### src/rtl/example2_capture_fifo_if.sv
// Capture FIFO handshake bundle: producer strobe side, consumer
// valid/ready side, and overflow status/control.
interface example2_capture_fifo_if #(
    parameter int DATA_W = 17,
    parameter int TAG_W  = 4,
    parameter int DEPTH  = 4,
    parameter int DROP_W = 8
);
    localparam int CNT_W = $clog2(DEPTH) + 1;

    logic              in_valid;
    logic [DATA_W-1:0] in_data;
    logic [TAG_W-1:0]  in_tag;
    logic              in_ready;
    logic              out_valid;
    logic [DATA_W-1:0] out_data;
    logic [TAG_W-1:0]  out_tag;
    logic              out_ready;
    logic              clr_ovf;
    logic [CNT_W-1:0]  count;
    logic              overflow;
    logic [DROP_W-1:0] drop_count;
    logic              out_parity;

    modport master (
        output in_valid, in_data, in_tag, out_ready, clr_ovf,
        input  in_ready, out_valid, out_data, out_tag,
        input  count, overflow, drop_count, out_parity
    );

    modport slave (
        input  in_valid, in_data, in_tag, out_ready, clr_ovf,
        output in_ready, out_valid, out_data, out_tag,
        output count, overflow, drop_count, out_parity
    );
endinterface

### src/rtl/example2_capture_fifo.sv
// Capture stage after example2 decode: FWFT FIFO with overflow tracking.
// Optional per-entry parity bit: define EXAMPLE2_CAPTURE_PARITY_EN.
module example2_capture_fifo #(
    parameter int DATA_W = 17,
    parameter int TAG_W  = 4,
    parameter int DEPTH  = 4,
    parameter int DROP_W = 8
) (
    input logic clk,
    input logic rst,
    example2_capture_fifo_if.slave bus
);
    localparam int AW = $clog2(DEPTH);
    localparam int CW = AW + 1;
    localparam int PW = DATA_W + TAG_W;
`ifdef EXAMPLE2_CAPTURE_PARITY_EN
    localparam int EW = PW + 1;
`else
    localparam int EW = PW;
`endif

    logic [EW-1:0]     r_mem [DEPTH];
    logic [AW-1:0]     r_wr_ptr;
    logic [AW-1:0]     r_rd_ptr;
    logic [CW-1:0]     r_count;
    logic              r_overflow;
    logic [DROP_W-1:0] r_drop_count;

    logic          w_in_ready;
    logic          w_out_valid;
    logic          w_push;
    logic          w_pop;
    logic          w_drop;
    logic [EW-1:0] w_entry;
    logic [EW-1:0] w_head;

    assign w_in_ready  = (r_count != CW'(DEPTH));
    assign w_out_valid = (r_count != '0);
    assign w_push      = bus.in_valid & w_in_ready;
    assign w_pop       = w_out_valid & bus.out_ready;
    assign w_drop      = bus.in_valid & ~w_in_ready;
    assign w_head      = r_mem[r_rd_ptr];

`ifdef EXAMPLE2_CAPTURE_PARITY_EN
    assign w_entry        = {^{bus.in_data, bus.in_tag}, bus.in_data, bus.in_tag};
    assign bus.out_parity = w_out_valid & w_head[EW-1];
`else
    assign w_entry        = {bus.in_data, bus.in_tag};
    assign bus.out_parity = 1'b0;
`endif

    assign bus.in_ready   = w_in_ready;
    assign bus.out_valid  = w_out_valid;
    assign bus.out_data   = w_out_valid ? w_head[PW-1:TAG_W] : '0;
    assign bus.out_tag    = w_out_valid ? w_head[TAG_W-1:0] : '0;
    assign bus.count      = r_count;
    assign bus.overflow   = r_overflow;
    assign bus.drop_count = r_drop_count;

    // Storage write; contents are don't-care until counted valid, so no reset.
    always_ff @(posedge clk) begin
        if (w_push) begin
            r_mem[r_wr_ptr] <= w_entry;
        end
    end

    // Pointers and occupancy; count alone decides full/empty.
    always_ff @(posedge clk or posedge rst) begin
        if (rst) begin
            r_wr_ptr <= '0;
            r_rd_ptr <= '0;
            r_count  <= '0;
        end else begin
            if (w_push) r_wr_ptr <= r_wr_ptr + AW'(1);
            if (w_pop)  r_rd_ptr <= r_rd_ptr + AW'(1);
            case ({w_push, w_pop})
                2'b10:   r_count <= r_count + CW'(1);
                2'b01:   r_count <= r_count - CW'(1);
                default: r_count <= r_count;
            endcase
        end
    end

    // Drop accounting; a drop in the clearing cycle restarts the count at 1.
    always_ff @(posedge clk or posedge rst) begin
        if (rst) begin
            r_overflow   <= 1'b0;
            r_drop_count <= '0;
        end else if (w_drop) begin
            r_overflow <= 1'b1;
            if (bus.clr_ovf) begin
                r_drop_count <= DROP_W'(1);
            end else if (~&r_drop_count) begin
                r_drop_count <= r_drop_count + DROP_W'(1);
            end
        end else if (bus.clr_ovf) begin
            r_overflow   <= 1'b0;
            r_drop_count <= '0;
        end
    end
endmodule

### src/flat_wrapper.sv
// flat-port wrapper written by rule: the top's interface ports become plain ports
module example2_capture_fifo_flat 
#(
    parameter int DATA_W = 17,
    parameter int TAG_W  = 4,
    parameter int DEPTH  = 4,
    parameter int DROP_W = 8
)
  (clk, rst, bus_in_valid, bus_in_data, bus_in_tag, bus_out_ready, bus_clr_ovf, bus_in_ready, bus_out_valid, bus_out_data, bus_out_tag, bus_count, bus_overflow, bus_drop_count, bus_out_parity);
  example2_capture_fifo_if #(.DATA_W(DATA_W), .TAG_W(TAG_W), .DEPTH(DEPTH), .DROP_W(DROP_W)) bus_i ();
  input logic clk;
  input logic rst;
  input wire logic [$bits(bus_i.in_valid)-1:0] bus_in_valid;
  input wire logic [$bits(bus_i.in_data)-1:0] bus_in_data;
  input wire logic [$bits(bus_i.in_tag)-1:0] bus_in_tag;
  input wire logic [$bits(bus_i.out_ready)-1:0] bus_out_ready;
  input wire logic [$bits(bus_i.clr_ovf)-1:0] bus_clr_ovf;
  output wire logic [$bits(bus_i.in_ready)-1:0] bus_in_ready;
  output wire logic [$bits(bus_i.out_valid)-1:0] bus_out_valid;
  output wire logic [$bits(bus_i.out_data)-1:0] bus_out_data;
  output wire logic [$bits(bus_i.out_tag)-1:0] bus_out_tag;
  output wire logic [$bits(bus_i.count)-1:0] bus_count;
  output wire logic [$bits(bus_i.overflow)-1:0] bus_overflow;
  output wire logic [$bits(bus_i.drop_count)-1:0] bus_drop_count;
  output wire logic [$bits(bus_i.out_parity)-1:0] bus_out_parity;
  assign bus_i.in_valid = bus_in_valid;
  assign bus_i.in_data = bus_in_data;
  assign bus_i.in_tag = bus_in_tag;
  assign bus_i.out_ready = bus_out_ready;
  assign bus_i.clr_ovf = bus_clr_ovf;
  assign bus_in_ready = bus_i.in_ready;
  assign bus_out_valid = bus_i.out_valid;
  assign bus_out_data = bus_i.out_data;
  assign bus_out_tag = bus_i.out_tag;
  assign bus_count = bus_i.count;
  assign bus_overflow = bus_i.overflow;
  assign bus_drop_count = bus_i.drop_count;
  assign bus_out_parity = bus_i.out_parity;
  example2_capture_fifo #(.DATA_W(DATA_W), .TAG_W(TAG_W), .DEPTH(DEPTH), .DROP_W(DROP_W)) u_core (.clk(clk), .rst(rst), .bus(bus_i));
endmodule
### config.mk
export PLATFORM = sky130hd
export DESIGN_NAME = example2_capture_fifo_flat
export DESIGN_NICKNAME = d
export VERILOG_FILES = /design/src/rtl/example2_capture_fifo_if.sv /design/src/rtl/example2_capture_fifo.sv /design/src/flat_wrapper.sv
export SDC_FILE = /design/constraint.sdc
export NUM_CORES = 1
export LEC_CHECK = 0
export BUFFER_PORTS_ARGS = -buffer_cell sky130_fd_sc_hd__buf_4
export CAP_MARGIN = 20
export CORE_MARGIN = 5
export CORE_UTILIZATION = 50
export CTS_CLUSTER_SIZE = 16
export DETAILED_ROUTE_END_ITERATION = 6
export HOLD_SLACK_MARGIN = 0.08
export PLACE_DENSITY_LB_ADDON = 0.15
export RECOVER_POWER = 50
export SLEW_MARGIN = 15
export SYNTH_ARGS = -nofsm -noshare
export SYNTH_HDL_FRONTEND = slang
export SYNTH_SLANG_ARGS = --single-unit
### constraint.sdc
create_clock -name clk -period 5.35 [get_ports clk]
set_input_delay 1.07 -clock clk [delete_from_list [all_inputs] [get_ports clk]]
set_output_delay 1.07 -clock clk [all_outputs]
set_load 0.05 [all_outputs]
======== After elaboration in Yosys (flattened, before gate mapping) ========
Memory sizes are Yosys's and may differ from the RTL's.
Cells that the tools add are included.
storage, ports and cells
  memories ................................ 1
  bits in registers ....................... 16
  memory bits (writable) .................. 84
  output and inout port bits .............. 36
  word-level logic and storage cells ...... 35
  input bits .............................. 26
operators by class
  mux-type cells .......................... 11
  add/sub/neg operators ................... 5
  equal/unequal tests ..................... 4
  reduce and logical (&&, ||, !) cells .... 5
  bitwise gates (word level) .............. 4
memories
  memory        depth  width  rd ports  clocked after Yosys merged registers in  write ports  line                         RTL
  u_core.r_mem  4      21     1         0                                        1            example2_capture_fifo.sv:22  logic [EW-1:0] r_mem [DEPTH];
operator list
  cell                                                                    number
  8-bit two-way mux                                                       4
  17-bit two-way mux                                                      1
  8-bit by 1-bit adder with 8-bit output (second input constant)          1
  8-bit AND reduction                                                     1
  3-bit case mux with 2 select lines                                      1
  2-bit by 1-bit adder with 2-bit output (second input constant)          2
  1-bit two-way mux                                                       4
  4-bit two-way mux                                                       1
  2-bit nonzero test                                                      2
  3-bit by 1-bit adder with 3-bit output (second input constant)          1
  1-bit bitwise AND                                                       3
  3-bit != test (second input constant)                                   1
  3-bit nonzero test                                                      1
  3-bit by 1-bit subtractor with 3-bit output (second input constant)     1
  2-bit by 1-bit equality test with 1-bit output (second input constant)  1
  2-bit equality test (second input constant)                             1
  2-bit != test (second input constant)                                   1
  2-bit AND reduction                                                     1
  1-bit inverter                                                          1

======== Depth between registers and ports, before layout ========
  depth in word-level cells ............... 5
  mapped depth ............................ 10
  gate-level depth less buffers ........... 10

======== Least setup slack after synthesis ========
OpenSTA, ideal clock, no wires.
  path kind ............................... flip-flop to output port
  from .................................... reg u_core.r_count[0] (netlist: u_core.bus.count[0])
  to ...................................... out bus_out_data[10]
  stages on the path, launching flop included .. 4
  arrival ................................. 2.012 ns
  slack ................................... 2.268 ns
  data required time ...................... 4.280 ns
  path buffers ............................ 1
  cell sequence ........................... dfrtp_1 > or3_1 > clkbuf_1 > and2_1
on the way
  longest elaborated chain between the ends .. 2
ends and longest elaborated chain
  item                    line                         RTL
  start, declared         example2_capture_fifo.sv:25  logic [CW-1:0] r_count;
  start signal, assigned  example2_capture_fifo.sv:77  2'b10: r_count <= r_count + CW'(1);
  start signal, assigned  example2_capture_fifo.sv:78  2'b01: r_count <= r_count - CW'(1);
  start signal, assigned  example2_capture_fifo.sv:79  default: r_count <= r_count;
  3-bit nonzero test      example2_capture_fifo.sv:38  assign w_out_valid = (r_count != '0);
  via bus_out_valid       flat_wrapper.sv:19           output wire logic [$bits(bus_i.out_valid)-1:0] bus_out_valid;
  17-bit two-way mux      example2_capture_fifo.sv:54  assign bus.out_data = w_out_valid ? w_head[PW-1:TAG_W] : '0;
  end, declared           flat_wrapper.sv:20           output wire logic [$bits(bus_i.out_data)-1:0] bus_out_data;
The timed path passes the listed nets, and every way through them passes these cells.

======== Worst setup path after layout ========
  from .................................... reg u_core.r_rd_ptr[1]
  to ...................................... out bus_out_data[16]
on the way
  longest elaborated chain between the ends .. 2
ends and longest elaborated chain
  item                    line                         RTL
  start, declared         example2_capture_fifo.sv:24  logic [AW-1:0] r_rd_ptr;
  start signal, assigned  example2_capture_fifo.sv:75  if (w_pop) r_rd_ptr <= r_rd_ptr + AW'(1);
  memory 4 x 21 bit       n/a
  17-bit two-way mux      example2_capture_fifo.sv:54
Every way passes these cells.

==> results.toml <==
[outcome]
outcome = "finished, final reports clean"

[sta]
fin_setup_tns_ns = 0
relSlewSlack_pct = 9.63
rsz0062_at_grt = "no"
finalCriticalPeriod_ns = 3.22
slew_viol_final = 0
max_freq_ghz = 0.311
skew_ns = 0.0103
timing_hold_violations_final = 0
tightest_slew_ns = 1.36
min_period_over_period_pct = 60.2
report.final.setup_viol = 0

[yosys]
ys_warn_count = 0
synth_area_per_cell_sq_um = 18.7
ys_types = 39
synth_edf_count = 84
async_reset_ff_share_pct = 16.0
ys.flop_type = "edfxtp_1"
syn-cell-area_sq_mm = 0.00411
synth_cells = 220
syn_nets = 253
synth_seq_area_share_pct = 71.2
ys_ff_latch = 100

[clock_tree]
cts_root_buf = "clkbuf_8"
cts-resized-gates = 0
cts_setup_buffers = 0
cts_tree = "yes"
clk_latency_ns = 0.35
clk_pin_slew_worst_paths_ns = 0.09
numCtsBuffers = 9
cts_buffer_depth = 2
holdBufCountCts = 0
cts_max_level = 3
cts_sinks = 100

[final_layout]
area_delta_synth_final_pct = 16.4
drive_above_1_share_pct = 26.3
fin_nets = 321
ff_latch_area_sq_mm = 0.00292
multiInputGateArea_sq_mm = 0.00107
num_antenna_cells = 0
fin_area_sq_mm = 0.00478
fillCellCount = 659

[grt]
antenna_found_initial = 0
grt.overflow.total = 0
grt_pass1_vias = 2215
grt_start_max_net_pins = 24
grtUsageTotal_pct = 14.7
grt_pass1_wl_um = 11200

[worst_setup_path]
crit_fanout = 22
ff2ff_setup_slack_ns = 2.91
crit_required_ns = 4.28
path_cells = "mux4_1 > and2_1 > buf_4"
slowest_stage = "dfrtp_1"
crit_type = "register to output pin"
r2r_start = "u_core.bus.count[2]$_DFFE_PP0P_"
r2r-end = "u_core.bus.count[2]$_DFFE_PP0P_"
end_kind = "output pin"
worst_path_largest_cell_delay_ns = 1.00
reg2regPathDepth = 8
arrival_ns = 2.15
setup.worst_path.start_class = "register"

[drt]
via_count = 2094
drt-initial-drc-count = 69
via_per_inst = 5.26
wl_per_cell_um = 17.3
drc_errors = 0
drtPass1Iterations = 4
drt-total-wl_um = 6900
ant_nets = 0

[floorplanning]
initial_core_util_pct = 50.7
die_w_um = 101
ios = 62
core_area_sq_mm = 0.00809
rows = 33
die_height_um = 101
die_area_sq_mm = 0.0101

[placement]
buffer_ports.inserted = 60
dp_hpwl_um = 4520
routabilityCongestion = 0.798
post_dp_cell_area_sq_mm = 0.00465

[worst_hold_path]
hp-class = "register to register"
min_from = "u_core.bus.overflow$_DFFE_PP0P_"
worstHoldPathCells = 2
hold_end = "u_core.bus.overflow$_DFFE_PP0P_"

[pwr]
pwr_density_cell_mw_per_mm2 = 618
power.leakage_nw = 1.74
ir_drop_mv = 0.337

[run]
cap_violations = 0
-- final cells by class --
cell class                      count  share of cell area, %
Multi-Input combinational cell    102                   22.4
Tap cell                          105                   2.75
Clock inverter                      6                   1.36
Clock buffer                       10                   2.67
Sequential cell                   100                   61.2
Timing Repair Buffer               66                   8.98
Inverter                            9                  0.707
-- worst max-delay path: cells and delay by family, from the launching register on --
kind	cells	cell delay, ns
flip-flops	1	1.00
AND/OR/NAND/NOR	1	0.19
buffers and inverters	1	0.19
multiplexers	1	0.41
-- through the flow --
step / power, mW / instances / util [%] / hold slack [ns] / setup WS [ns]
2_1_floorplan: 2.16 / 220 / - / 0.512 / 2.27
3_3_place_gp: 2.51 / 381 / 57.4 / 0.520 / 2.05
3_5_place_dp: 2.53 / 381 / 57.4 / 0.525 / 2.02
4_1_cts: 2.98 / 397 / 59.8 / 0.539 / 1.63
5_1_grt: 3.11 / 398 / 59.1 / 0.615 / 2.01
6_report: 2.96 / 398 / 59.1 / 0.534 / 2.13
-- how the worst max path moves through the flow --
stage / startpoint / endpoint / slack (ns)
2_1_floorplan: u_core.bus.count[0]$_DFFE_PP0P_ / bus_out_data[10] / 2.27
6_report: u_core.r_rd_ptr[1]$_DFFE_PP0P_ / bus_out_data[16] / 2.13
3_3_place_gp: u_core.r_rd_ptr[0]$_DFFE_PP0P_ / bus_out_data[5] / 2.05
3_5_place_dp: u_core.r_rd_ptr[0]$_DFFE_PP0P_ / bus_out_data[6] / 2.02
5_1_grt: u_core.r_rd_ptr[0]$_DFFE_PP0P_ / bus_out_data[3] / 2.01
4_1_cts: u_core.r_rd_ptr[0]$_DFFE_PP0P_ / bus_out_data[6] / 1.63
-- placed cells by master (no fill, tap or decap), drive strengths merged --
cell type,count
mux2i,5
o21ai,3
conb,1
o2111a,1
and4bb,1
o2111ai,1
and3,4
nor3b,1
mux4,21
a31oi,1
ha,6
nand2,4
o211ai,1
bufinv,1
nor4,1
clkinv,4
fa,1
and4,1
clkinvlp,1
mux2,1
buf,42
or3,1
a21oi,1
edfxtp,84
nand4,2
nand3,3
xnor2,3
nand4bb,1
nor2,7
dfrtp,16
and2,23
nor3,2
inv,9
clkbuf,34
nand3b,1
xor2,4
-- routing by layer --
layer | vias to the layer above | track usage, % | part of all wire (%)
met4 | 0 | 6.53 | 1.4
li1 | 988 | - | -
met5 | - | 0 | 0
met3 | 9 | 3.18 | 5.3
met2 | 44 | 24.4 | 50
met1 | 1053 | 18.7 | 43
-- kinds of logic (layout without fill, tap and decap cells) --
group / Yosys count / count (layout) / share of synthesized area [%]
AOI/OAI and AO/OA: 8 / 8 / 1.31
buffers and inverters: 18 / 91 / 2.77
muxes: 27 / 27 / 13.3
xor gates and xnor gates: 7 / 7 / 1.49
and+or+nand+nor: 52 / 52 / 7.56
DFF: 100 / 100 / 71.2
other: 1 / 1 / 0.0913
adders and majority gates: 7 / 7 / 2.32
-- power by group --
group          leakage [nW]  internal [mW]  switching, mW
clock                0.0962          0.216          0.241
combinational         0.667          0.514          0.854
sequential            0.976           1.02          0.108
-- registers in the layout, summed over array words and instances, names as in the netlist --
register / cells
u_core.r_mem: 84
u_core.bus.drop_count: 8
u_core.bus.count: 3
u_core.r_rd_ptr: 2
u_core.r_wr_ptr: 2
u_core.bus.overflow: 1
-- synth_stat cells (2+ instances only) --
| library cell | instances | area (sq um) |
|---|---|---|
| and2_1 | 22 | 138 |
| and3_1 | 4 | 25.0 |
| buf_12 | 2 | 40.0 |
| buf_2 | 2 | 10.0 |
| clkbuf_1 | 3 | 11.3 |
| dfrtp_1 | 16 | 400 |
| edfxtp_1 | 84 | 2520 |
| ha_1 | 6 | 75.1 |
| inv_1 | 9 | 33.8 |
| mux2i_1 | 5 | 50.1 |
| mux4_1 | 3 | 78.8 |
| mux4_2 | 18 | 405 |
| nand2_1 | 4 | 15.0 |
| nand3_1 | 3 | 15.0 |
| nand4_1 | 2 | 12.5 |
| nor2_1 | 7 | 26.3 |
| nor3_1 | 2 | 10.0 |
| o21ai_0 | 2 | 10.0 |
| xnor2_1 | 3 | 26.3 |
| xor2_1 | 4 | 35.0 |
(Power assumes the default switching activity.)
